**src/rtl/div_restoring_datapath.sv**
```systemverilog
// Unsigned restoring divider: latches operands on start, one shift/subtract per enabled
// counter cycle, ends on the counter's overflow. Optional divide-by-zero bypass: DIV_ZERO_DET_EN.
module div_restoring_datapath #(
  parameter int WIDTH = 16
) (
  input  logic             clk,
  input  logic             rst,
  input  logic             start,
  input  logic [WIDTH-1:0] dividend,
  input  logic [WIDTH-1:0] divisor,
  input  logic             iter_ovf,
  output logic             iter_enb,
  output logic             ready,
  output logic             busy,
  output logic             done,
  output logic [WIDTH-1:0] quotient,
  output logic [WIDTH-1:0] remainder,
  output logic             div_zero
);

  typedef enum logic [1:0] {IDLE, ITER, DONE} state_t;
  state_t state;

  // Partial remainder is always < divisor, so WIDTH bits suffice between steps;
  // the extra bit only exists in the shifted/trial values.
  logic [WIDTH-1:0] rem_r, quo_r, dsr_r;
  logic [WIDTH:0]   shl_rem, trial;

  assign shl_rem  = {rem_r, quo_r[WIDTH-1]};
  assign trial    = shl_rem - {1'b0, dsr_r};
  assign iter_enb = (state == ITER) && !iter_ovf;
  assign ready    = (state == IDLE);
  assign busy     = (state != IDLE);

`ifdef DIV_ZERO_DET_EN
  logic zero_pend;
`else
  assign div_zero = 1'b0;
`endif

  always_ff @(posedge clk or negedge rst) begin
    if (!rst) begin
      state     <= IDLE;
      rem_r     <= '0;
      quo_r     <= '0;
      dsr_r     <= '0;
      quotient  <= '0;
      remainder <= '0;
      done      <= 1'b0;
`ifdef DIV_ZERO_DET_EN
      div_zero  <= 1'b0;
      zero_pend <= 1'b0;
`endif
    end else begin
      done <= 1'b0;
      unique case (state)
        IDLE: if (start) begin
          rem_r <= '0;
          quo_r <= dividend;
          dsr_r <= divisor;
          state <= ITER;
`ifdef DIV_ZERO_DET_EN
          div_zero <= 1'b0;
          if (divisor == '0) begin
            state     <= DONE;
            zero_pend <= 1'b1;
          end
`endif
        end
        ITER: begin
          if (iter_ovf) begin
            quotient  <= quo_r;
            remainder <= rem_r;
            done      <= 1'b1;
            state     <= DONE;
          end else begin
            // Negative trial means restore: keep the shifted remainder, quotient bit 0.
            rem_r <= trial[WIDTH] ? shl_rem[WIDTH-1:0] : trial[WIDTH-1:0];
            quo_r <= {quo_r[WIDTH-2:0], ~trial[WIDTH]};
          end
        end
        DONE: begin
          state <= IDLE;
`ifdef DIV_ZERO_DET_EN
          if (zero_pend) begin
            quotient  <= '1;
            remainder <= quo_r;
            div_zero  <= 1'b1;
            done      <= 1'b1;
            zero_pend <= 1'b0;
          end
`endif
        end
        default: state <= IDLE;
      endcase
    end
  end

endmodule

```
**config.mk**
```make
export PLATFORM = sky130hd
export DESIGN_NAME = div_restoring_datapath
export DESIGN_NICKNAME = d
export VERILOG_FILES = /design/src/rtl/div_restoring_datapath.sv
export SDC_FILE = /design/constraint.sdc
export NUM_CORES = 1
export LEC_CHECK = 0
export ABC_AREA = 1
export ABC_CLOCK_PERIOD_IN_PS = 2800
export CAP_MARGIN = 20
export CORE_MARGIN = 2
export CORE_UTILIZATION = 52
export DETAILED_ROUTE_END_ITERATION = 7
export PLACE_DENSITY_LB_ADDON = 0.3
export REMOVE_ABC_BUFFERS = 1
export SLEW_MARGIN = 0
export SYNTH_ARGS = -nofsm -noshare
export SYNTH_HDL_FRONTEND = slang
export SYNTH_SLANG_ARGS = --single-unit
```
**constraint.sdc**
```tcl
create_clock -name clk -period 2.8 [get_ports clk]
set_input_delay 0.56 -clock clk [delete_from_list [all_inputs] [get_ports clk]]
set_output_delay 0.56 -clock clk [all_outputs]
set_load 0.05 [all_outputs]
```
# Word-level counts from Yosys, hierarchy flattened

Cells that the tools add are included.

Add/sub/neg operators: 1
Multiply operators: 0
Divide/modulo/power cells: 0
$lt $le $gt $ge: 0
Eq/ne operators: 4
Shift operators: 0
Multiplexer cells: 12
Bitwise gates (word level): 1
Reduce and logical (&&, ||, !) cells: 9

Operators with widths:

| cell                                                 | count |
|---|---|
| 2-to-1 mux 16 bit                                    | 5 |
| one-hot mux 16 bit (2 select lines)                  | 2 |
| subtractor 17 x 16 -> 17 bit                         | 1 |
| inequality test 2 bit (second input constant)        | 3 |
| AND reduction 2 bit                                  | 3 |
| 2-to-1 mux 2 bit                                     | 2 |
| one-hot mux 2 bit (2 select lines)                   | 1 |
| nonzero test 2 bit                                   | 2 |
| AND reduction 3 bit                                  | 1 |
| equality test 2 x 1 -> 1 bit (second input constant) | 1 |
| logical NOT 2 bit                                    | 1 |
| 2-to-1 mux 1 bit                                     | 2 |
| logical AND 1 bit                                    | 1 |
| logical NOT 1 bit                                    | 1 |
| inverter 1 bit                                       | 1 |

Register bits after elaboration: 83
Latch bits: 0
RAM bits: 0
Memory bits (read-only): 0
Input bits: 36
Output and inout bits: 37
Word-level logic and storage cells: 34
Memories kept: 0

# Logic depth before layout (Yosys ltp)

Gate-level depths: netlist (run 1).

Depth after elaboration: 4
Mapped depth: 16
Depth with buffers taken out: 16

# Least setup slack after synthesis (run 1)

No wires, ideal clock.

Path kind: register to output
Start: reg state[0]
End: out busy
Data arrival time: 1.625 ns
Required time: 2.240 ns
Path slack: 0.615 ns
Cell stages (with the launch flop): 3
Buffers on the path: 0
Cells stage by stage: dfrtp_1 nor2_1 inv_1

Longest elaborated chain between the ends: 1

Ends and longest elaborated chain:

| what                   | RTL line | RTL |
|---|---|---|
| start, declared        | 22       | `state_t state;` |
| start signal, assigned | 43       | `state <= IDLE;` |
| start signal, assigned | 61       | `state <= ITER;` |
| start signal, assigned | 75       | `state <= DONE;` |
| nonzero test 2 bit     | 33       | `assign busy = (state != IDLE);` |
| end, declared          | 14       | `output logic busy,` |

Every way passes these cells.

# Worst setup path after layout (run 1)

Start: reg quo_r[15]
End: reg rem_r[5]

Longest elaborated chain between the ends: 4

Ends and longest elaborated chain:

| what                                | RTL line | RTL |
|---|---|---|
| start, declared                     | 26       | `logic [WIDTH-1:0] rem_r, quo_r, dsr_r;` |
| start signal, assigned              | 59       | `quo_r <= dividend;` |
| start signal, assigned              | 79       | `quo_r <= {quo_r[WIDTH-2:0], ~trial[WIDTH]};` |
| subtractor 17 x 16 -> 17 bit        | 30       | `assign trial = shl_rem - {1'b0, dsr_r};` |
| 2-to-1 mux 16 bit                   | 78       | `rem_r <= trial[WIDTH] ? shl_rem[WIDTH-1:0] : trial[WIDTH-1:0];` |
| 2-to-1 mux 16 bit                   | 71       | `if (iter_ovf) begin` |
| one-hot mux 16 bit (2 select lines) | 56       | `unique case (state)` |
| end signal, assigned                | 78       |  |
| end, declared                       | 26       |  |

Every way passes these cells. The select of a mux whose other input is x is not followed.
A chain may end at the register's enable or synchronous reset.

==> impl_metrics.yaml, run 1 <==
status:
  status: "completed"
floorplanning:
  ios: 73
  die_area_sq_um: 9440
  start_util_pct: 54.4
  die_y_microns: 97.2
  die_w_microns: 97.2
  num_rows: 33
  coreArea_sq_um: 8300
final_layout:
  final_cell_mix: "194 x nand2_1, 103 x inv_1, 83 x dfrtp_1"
  n_fill_cell: 732
  finalNetCount: 715
  multiInputGateArea_sq_um: 1920
  final_layout_size_suffix_gt1_share_pct: 6.45
  regArea_sq_um: 2080
  area_growth_pct: 22.7
  layout_commonest_cell: "nand2_1"
  antenna_cells: 0
  final_cells: 772
critical_path:
  path_class: "reg2reg"
  r2r_end: "rem_r[5]"
  reg2reg_setup_slack_ps: 360
  cp.arrival_ps: 2690
  endpoint: "rem_r[5]"
  r2r_cells: 14
  crit_path_max_fanout: 14
  required_ps: 3050
  setup.worst_path.end_class: "register"
  start_kind: "register"
  startpoint: "quo_r[15]"
  rr_startpoint: "quo_r[15]"
global_route:
  antenna_found_initial: 0
  gr-total-overflow: 0
  grt_use_total_pct: 22.3
  grt_pass1_vias: 3746
  grt_max_degree: 51
  grt_pass1_wl_mm: 17.2
power:
  pwr-share-comb_pct: 45.0
  p_switching_w: 0.00209
  ir_drop_mv: 0.526
  seq_power_share_pct: 34.6
  leakage_nw: 2.91
  p_sw_share_pct: 42.6
  cellPowerDensity_nw_per_um2: 886
  p_clk_share_pct: 20.4
  p_int_w: 0.00282
timing:
  max_freq_mhz: 410
  rsz0062_at_grt: "false"
  finalSetupTns_ps: 0
  fin_skew_ps: 9.74
  fin_crit_ps: 2440
  period_share_pct: 87.1
  worst_pin_slew_ps: 921
  hold_viol_final: 0
  slew_violations: 0
  finalSetupViolations: 0
  relSlewSlack_pct: 38.6
drt:
  drtAntennaViolNets: 0
  wl_mm: 9.79
  first_pass_iters: 4
  vias: 3809
  drtIter0Drc: 142
  routed_via_density: 4.93
  drc: 0
  wl_per_cell_microns: 12.7
clock_tree:
  holdBufCountCts: 0
  clk_path_buf_depth: 2
  cts_buffers: 9
  clk_latency_ps: 360
  cts_tree: "built"
  h-tree-depth: 3
  cts_setup_buffers: 0
  clock-sinks: 83
  clk_pin_slew_ps: 100
  cts_resized: 0
  cts-root-buf: "clkbuf_8"
synthesis:
  yosysUniqueCellTypes: 34
  ys_ff_latch: 83
  yosysWarnings: 0
  synth_area_sq_um: 4510
  syn_avg_cell_area_sq_um: 7.57
  syn_inst: 596
  synth-seq-area-share_pct: 46.0
place:
  io_buffers: 71
  hpwl_mm: 7.19
  place_congestion: 0.941
  placed_cells_incl_taps: 756
job:
  maxCapViolations: 0
worst_hold_path:
  hold_class: "in2async"
worst min path at each step:
| stage | cells past startpoint | slack, ps | endpoint |
|---|---|---|---|
| after global placement | 2 | 460 | remainder[12] |
| after detailed placement | 2 | 470 | remainder[11] |
| after floorplan | 0 | 260 | done |
| after global routing | 1 | 140 | quotient[5] |
| after CTS | 1 | 140 | quotient[5] |
| final | 1 | 130 | quotient[5] |
cell usage after synthesis:
cell / number / area [sq um]
nor2_2: 1 / 6.26
buf_1: 1 / 3.75
conb_1: 1 / 3.75
nand3_1: 27 / 135
nor3_1: 2 / 10.0
a21oi_1: 21 / 105
nand2_4: 1 / 11.3
o211ai_1: 15 / 113
nand3b_1: 1 / 7.51
inv_2: 2 / 7.51
a21oi_2: 3 / 26.3
buf_6: 1 / 11.3
dfrtp_1: 83 / 2080
clkbuf_8: 1 / 13.8
xnor2_1: 7 / 61.3
clkbuf_1: 13 / 48.8
o22ai_2: 1 / 12.5
ha_1: 16 / 200
buf_2: 1 / 5.00
buf_4: 3 / 22.5
and2_1: 2 / 12.5
nor2_4: 1 / 11.3
nand2_2: 7 / 43.8
nand3_2: 1 / 10.0
o21ai_0: 51 / 255
nor3_2: 1 / 10.0
buf_8: 1 / 15.0
or2_1: 1 / 6.26
nor2_1: 28 / 105
nand4_1: 2 / 12.5
nand2_1: 195 / 732
inv_1: 103 / 387
mux2_2: 1 / 11.3
fa_1: 1 / 20.0
layer usage:
metal,vias up,GRT usage (%),wire [microns]
li1,1967,-,-
met1,1760,28.5,4390
met2,75,38.5,4920
met3,7,4.17,358
met4,0,6.83,121
met5,-,0,0
flip-flops by register name, summed over array words and instances, names as in the netlist:
signal,count
state,2
done,1
remainder,16
quotient,16
quo_r,16
dsr_r,16
rem_r,16
stage by stage:
| step | setup WS, ps | util [%] | cell area [sq um] | hold slack (ps) | total power (W) |
|---|---|---|---|---|---|
| 2_1_floorplan | 126 | - | 4390 | 264 | 0.00325 |
| 3_3_place_gp | 164 | 64.0 | 5310 | 464 | 0.00387 |
| 3_5_place_dp | 88.9 | 64.0 | 5310 | 472 | 0.00394 |
| 4_1_cts | 334 | 66.7 | 5540 | 141 | 0.00495 |
| 5_1_grt | 172 | 66.7 | 5540 | 143 | 0.00526 |
| 6_report | 362 | 66.7 | 5540 | 126 | 0.00491 |
layout make-up:
| class | instances | share of cell area, % |
|---|---|---|
| Inverter | 105 | 7.12 |
| Tap cell | 105 | 2.37 |
| Clock buffer | 9 | 2.24 |
| Timing Repair Buffer | 76 | 14.1 |
| Clock inverter | 7 | 1.90 |
| Sequential cell | 83 | 37.5 |
| Multi-Input combinational cell | 387 | 34.8 |
critical path, cell delays in order, from the launching register on:
cell     delay, ps
dfrtp_1        380
inv_1          110
ha_1           160
inv_1           70
fa_1           400
nand2_1         80
nand2_1        100
nand3_2         90
nand2_2         90
nand2_2        100
nand3_1        150
nand2_2        320
nand2_1        110
nand3_1         90
nand2_1         60
power groups by stage:
stage	Clock (W)	Sequential (W)	Combinational (W)
floorplan	0	0.00217	0.00107
global placement	0	0.00171	0.00216
detailed placement	0	0.00173	0.00221
CTS	0.00102	0.00170	0.00223
global route	0.00107	0.00174	0.00245
finish	0.00100	0.00170	0.00221
cells by family after synthesis:
kind of cell	Yosys count	share of synthesized area [%]
adders and majority gates	17	4.88
buffers and inverters	126	11.4
muxes	1	0.249
AOI/OAI and AO/OA	91	11.3
other	1	0.0831
and+or+nand+nor	270	24.7
xor gates and xnor gates	7	1.36
DFF	83	46.0
Note: power is estimated with default switching activity, not from simulation.
==> inputs of run 2 (changes only) <==
--- a/config.mk
+++ b/config.mk
@@ -12,6 +12,7 @@
 export CORE_UTILIZATION = 52
 export DETAILED_ROUTE_END_ITERATION = 7
 export PLACE_DENSITY_LB_ADDON = 0.3
+export RECOVER_POWER = 25
 export REMOVE_ABC_BUFFERS = 1
 export SLEW_MARGIN = 0
 export SYNTH_ARGS = -nofsm -noshare
==> run 2 against run 1 <==
  * The run now ends with max-capacitance violations, max-slew violations left
  * Clock power barely moved
  * Sequential share of layout area is essentially flat
  * First-iteration DRC count did not move
  * Core utilization hardly changed
  * Wire length about the same
  * Flip-flop and latch count unchanged
  * Critical path type unchanged
  * Register-to-register slack hardly changed
  * Non-clock buffer count unchanged
  * Cell count is the same
==> impl_metrics.yaml, run 2 (same netlist as run 1, synthesis figures left out) <==
status:
  status: "complete, but fails checks"
  violations: "max-capacitance violations, max-slew violations"
global_route:
  antenna_found_initial: 0
  use_met1_pct: 28.5
  use_met2_pct: 38.5
  grt_max_degree: 51
  grt_pass1_vias: 3746
  grt_pass1_wl_mm: 17.2
  grt_use_total_pct: 22.3
  gr-usage-met3_pct: 4.17
  gr-total-overflow: 0
  top_usage_layer: "met2"
critical_path:
  path_cells: "inv_1, ha_1, inv_1, fa_1, nand2_1, nand2_1, nand3_2, nand2_2, nand2_2, nand3_1, nand2_2, nand2_1, nand3_1, nand2_1"
  crit_family: "simple AND/OR/NAND/NOR gates"
  r2r_cells: 14
  path_class: "reg2reg"
  slowest_stage: "fa_1"
  reg2reg_setup_slack_ps: 360
  rr_startpoint: "quo_r[15]"
  cp.depth: 14
  r2r_end: "rem_r[5]"
  crit_path_max_fanout: 14
  crit_buf_inv: 2
  cp.arrival_ps: 2690
  setup.worst_path.end_class: "register"
  cp_common_cell: "nand2_1"
  slowest_delay_ps: 400
  start_kind: "register"
  required_ps: 3050
clock_tree:
  cts_tree: "built"
  cts-root-buf: "clkbuf_8"
  clk_latency_ps: 360
  cts_buffers: 9
  clock-sinks: 83
  cts_setup_buffers: 0
  clk_path_buf_depth: 2
  clk_pin_slew_ps: 90
  h-tree-depth: 3
  cts_resized: 0
  holdBufCountCts: 0
drt:
  routed_via_density: 4.93
  vias: 3809
  drc: 0
  wl_mm: 9.79
  drtAntennaViolNets: 0
  wl_per_cell_microns: 12.7
  first_pass_iters: 4
  drtIter0Drc: 142
floorplanning:
  die_w_microns: 97.2
  ios: 73
  start_util_pct: 54.4
  coreArea_sq_um: 8300
  die_area_sq_um: 9440
  num_rows: 33
  die_y_microns: 97.2
final_layout:
  final_cells: 772
  finalNetCount: 715
  final_layout_size_suffix_gt1_share_pct: 6.30
  multiInputGateArea_sq_um: 1920
  layout_commonest_cell: "nand2_1"
  antenna_cells: 0
  final_cell_mix: "194 x nand2_1, 103 x inv_1, 83 x dfrtp_1"
  n_fill_cell: 734
  regArea_sq_um: 2080
  area_growth_pct: 22.6
place:
  hpwl_mm: 7.19
  io_buffers: 71
  place_congestion: 0.941
  placed_cells_incl_taps: 756
power:
  cellPowerDensity_nw_per_um2: 887
  ir_drop_mv: 0.526
  leakage_nw: 2.90
worst_hold_path:
  min_from: "remainder[15]"
  hold_depth: 2
  hold_class: "reg2reg"
  hold_path_end: "remainder[15]"
job:
  maxCapViolations: 1
timing:
  hold_viol_final: 0
  slew_violations: 34
  fin_crit_ps: 2440
  max_freq_mhz: 410
  fin_skew_ps: 9.73
  period_share_pct: 87.1
  worst_pin_slew_ps: 1840
  finalSetupTns_ps: 0
  rsz0062_at_grt: "false"
  finalSetupViolations: 0
  relSlewSlack_pct: -22.4
[run 2: how the worst max path moves through the flow]
stage / from / end / slack, ps
global placement: iter_ovf / quo_r[0] / 160
detailed placement: iter_ovf / quo_r[8] / 90
global route: quo_r[15] / rem_r[10] / 170
CTS: state[1] / ready / 330
floorplan: state[1] / quo_r[0] / 130
finish: quo_r[15] / rem_r[5] / 360
[run 2: cell type report]
type                            count  share of cell area [%]
Timing Repair Buffer               76                    14.0
Clock buffer                        9                    2.24
Inverter                          105                    7.12
Clock inverter                      7                    1.90
Sequential cell                    83                    37.5
Multi-Input combinational cell    387                    34.8
Tap cell                          105                    2.37
[run 2: worst register-to-register path: stages (launching register included)]
cell     delay [ps]
dfrtp_1         380
inv_1           110
ha_1            160
inv_1            70
fa_1            400
nand2_1          80
nand2_1         100
nand3_2          90
nand2_2          90
nand2_2         100
nand3_1         150
nand2_2         320
nand2_1         120
nand3_1          90
nand2_1          60
[run 2: metal layers]
metal  routed length, microns  vias up
li1                         -     1967
met1                     4390     1760
met2                     4920       75
met3                      357        7
met4                      121        0
met5                        0        -
[run 2: where the power goes]
part           internal [W]  switching (W)
combinational      0.000742        0.00147
sequential          0.00156       0.000142
clock              0.000520       0.000482
[run 2: stage by stage]
| stage | total power [W] | setup slack, ps | utilization [%] | hold WS (ps) | cell area (sq um) |
|---|---|---|---|---|---|
| 6_report | 0.00491 | 362 | 66.7 | 486 | 5530 |
| 5_1_grt | 0.00526 | 172 | 66.7 | 514 | 5530 |
| 4_1_cts | 0.00495 | 334 | 66.7 | 141 | 5540 |
| 3_5_place_dp | 0.00394 | 88.9 | 64.0 | 472 | 5310 |
| 3_3_place_gp | 0.00387 | 164 | 64.0 | 464 | 5310 |
| 2_1_floorplan | 0.00325 | 126 | - | 264 | 4390 |
==> inputs of run 3 (changes only) <==
--- a/config.mk
+++ b/config.mk
@@ -8,8 +8,10 @@
 export ABC_AREA = 1
 export ABC_CLOCK_PERIOD_IN_PS = 2800
 export CAP_MARGIN = 20
+export CELL_PAD_IN_SITES_DETAIL_PLACEMENT = 0
+export CELL_PAD_IN_SITES_GLOBAL_PLACEMENT = 1
 export CORE_MARGIN = 2
-export CORE_UTILIZATION = 52
+export CORE_UTILIZATION = 39
 export DETAILED_ROUTE_END_ITERATION = 7
 export PLACE_DENSITY_LB_ADDON = 0.3
 export RECOVER_POWER = 25
==> run 3 against run 2 <==
  * The flow still finishes with violations (max-capacitance violations, max-slew violations)
  * Sequential share of layout area shrank 0.58 points
  * First-iteration DRC count grew 48%
  * Via count grew 0.53%
  * Sequential power is essentially flat
  * Worst setup slack lost 77 ps
  * Register-to-register slack gained 50 ps
  * Count of clock-buffer cells in the layout grew 2
  * Hold slack lost 7.1 ps
  * Power grew 2.8%
  * Critical endpoint is now quo_r[0]
  * Largest power group unchanged
  * Flip-flop and latch count is the same
  * Die area grew 32%
  * Non-clock buffer count is the same
  * Critical path type is now in2reg
==> impl_metrics.yaml, run 3 (same netlist as run 1, synthesis figures left out) <==
status:
  status: "complete, but fails checks"
  violations: "max-capacitance violations, max-slew violations"
clock_tree:
  cts_resized: 0
  cts_buffers: 9
  cts-root-buf: "clkbuf_16"
  cts_tree: "built"
  clk_latency_ps: 340
  clock-sinks: 83
  clk_path_buf_depth: 2
  holdBufCountCts: 0
  cts_setup_buffers: 0
  clk_pin_slew_ps: 60
  h-tree-depth: 3
final_layout:
  final_layout_size_suffix_gt1_share_pct: 6.30
  final_area_sq_um: 5620
  area_growth_pct: 24.5
  layout_commonest_cell: "nand2_1"
  n_fill_cell: 1166
  final_cell_mix: "194 x nand2_1, 103 x inv_1, 83 x dfrtp_1"
  antenna_cells: 0
  finalNetCount: 715
timing:
  rsz0062_at_grt: "false"
  hold_viol_final: 0
  finalSetupViolations: 0
  max_freq_mhz: 398
  relSlewSlack_pct: -35.7
  fin_skew_ps: 4.62
  slew_violations: 84
  worst_pin_slew_ps: 2040
  hold_slack_ps: 479
  fin_crit_ps: 2520
  final.setup.worst_slack_ps: 285
  period_share_pct: 89.8
drt:
  drtAntennaViolNets: 0
  routed_via_density: 4.73
  wl_mm: 10.2
  first_pass_iters: 5
  wl_per_cell_microns: 12.6
  drc: 0
  vias: 3829
  drtIter0Drc: 210
global_route:
  grt_use_total_pct: 17.7
  grt_max_degree: 84
  grt_pass1_wl_mm: 17.8
  antenna_found_initial: 0
  gr-total-overflow: 0
  grt_pass1_vias: 3744
critical_path:
  path_class: "in2reg"
  rr_startpoint: "quo_r[15]"
  crit_path_max_fanout: 33
  r2r_cells: 14
  start_kind: "primary input"
  setup.worst_path.end_class: "register"
  r2r_end: "rem_r[1]"
  cp.arrival_ps: 2740
  reg2reg_setup_slack_ps: 410
  required_ps: 3020
floorplanning:
  ios: 73
  die_y_microns: 112
  die_area_sq_um: 12400
  start_util_pct: 39.7
  die_w_microns: 112
  coreArea_sq_um: 11400
  num_rows: 39
place:
  io_buffers: 71
  hpwl_mm: 7.09
  pre_cts_ws_ps: -73.5
  placed_area_sq_um: 5360
  place_congestion: 0.887
power:
  leakage_nw: 2.91
  cellPowerDensity_nw_per_um2: 897
  ir_drop_mv: 0.717
worst_hold_path:
  min_from: "quotient[7]"
  hold_path_end: "quotient[7]"
  hold_class: "reg2reg"
  hold_depth: 2
job:
  maxCapViolations: 1
==> run 3: cell count changes in the layout (fill, tap and decap cells not counted), moves of 2 or more <==
cell,change
clkbuf_16,+9
inv_8,-2
bufinv_16,-2
clkinvlp_4,+2
clkbuf_8,-8
==> run 3: layer usage <==
metal	wire length, microns	vias to the layer above	track usage, %
li1	-	1968	-
met2	4850	76	29.1
met3	378	17	4.46
met5	0	-	0
met4	182	0	6.17
met1	4830	1768	22.9
==> run 3: area by class of cell <==
cell class / count / area, sq um / share of cell area [%]
multi-input cells: 387 / 1920 / 34.2
repair buffers: 76 / 766 / 13.6
clock buffers: 11 / 243 / 4.32
flip-flops and latches: 83 / 2080 / 37.0
inverters: 105 / 394 / 7.01
well taps: 143 / 179 / 3.18
clock inverters: 5 / 37.5 / 0.668
==> run 3: metrics by stage <==
stage	setup TNS [ps]	power, W	utilization, %	std cells
6_report	0	0.00504	49.4	810
5_1_grt	0	0.00540	49.4	810
4_1_cts	0	0.00510	49.6	810
3_5_place_dp	-488	0.00396	47.1	794
3_3_place_gp	0	0.00391	47.1	794
2_1_floorplan	0	0.00325	-	575
==> run 3: how the worst max path moves through the flow <==
| stage | from | to | slack [ps] | depth (start not counted) |
|---|---|---|---|---|
| 2_1_floorplan | state[1] | quo_r[0] | 130 | 7 |
| 3_3_place_gp | iter_ovf | quo_r[0] | 8 | 6 |
| 3_5_place_dp | iter_ovf | quo_r[0] | -70 | 6 |
| 4_1_cts | iter_ovf | quo_r[0] | 300 | 6 |
| 5_1_grt | iter_ovf | quo_r[14] | 80 | 6 |
| 6_report | iter_ovf | quo_r[0] | 280 | 6 |
==> run 3: worst max-delay path, cell delays in order <==
cell             delay (ps)
clkdlybuf4s50_1         550
nor2_4                   60
a21oi_2                 740
inv_2                   450
o21ai_0                 250
o22ai_2                 110
==> run 3: report_power, final <==
group          switching, W  internal [W]
Combinational       0.00147      0.000740
Sequential         0.000140       0.00156
Clock              0.000501      0.000628
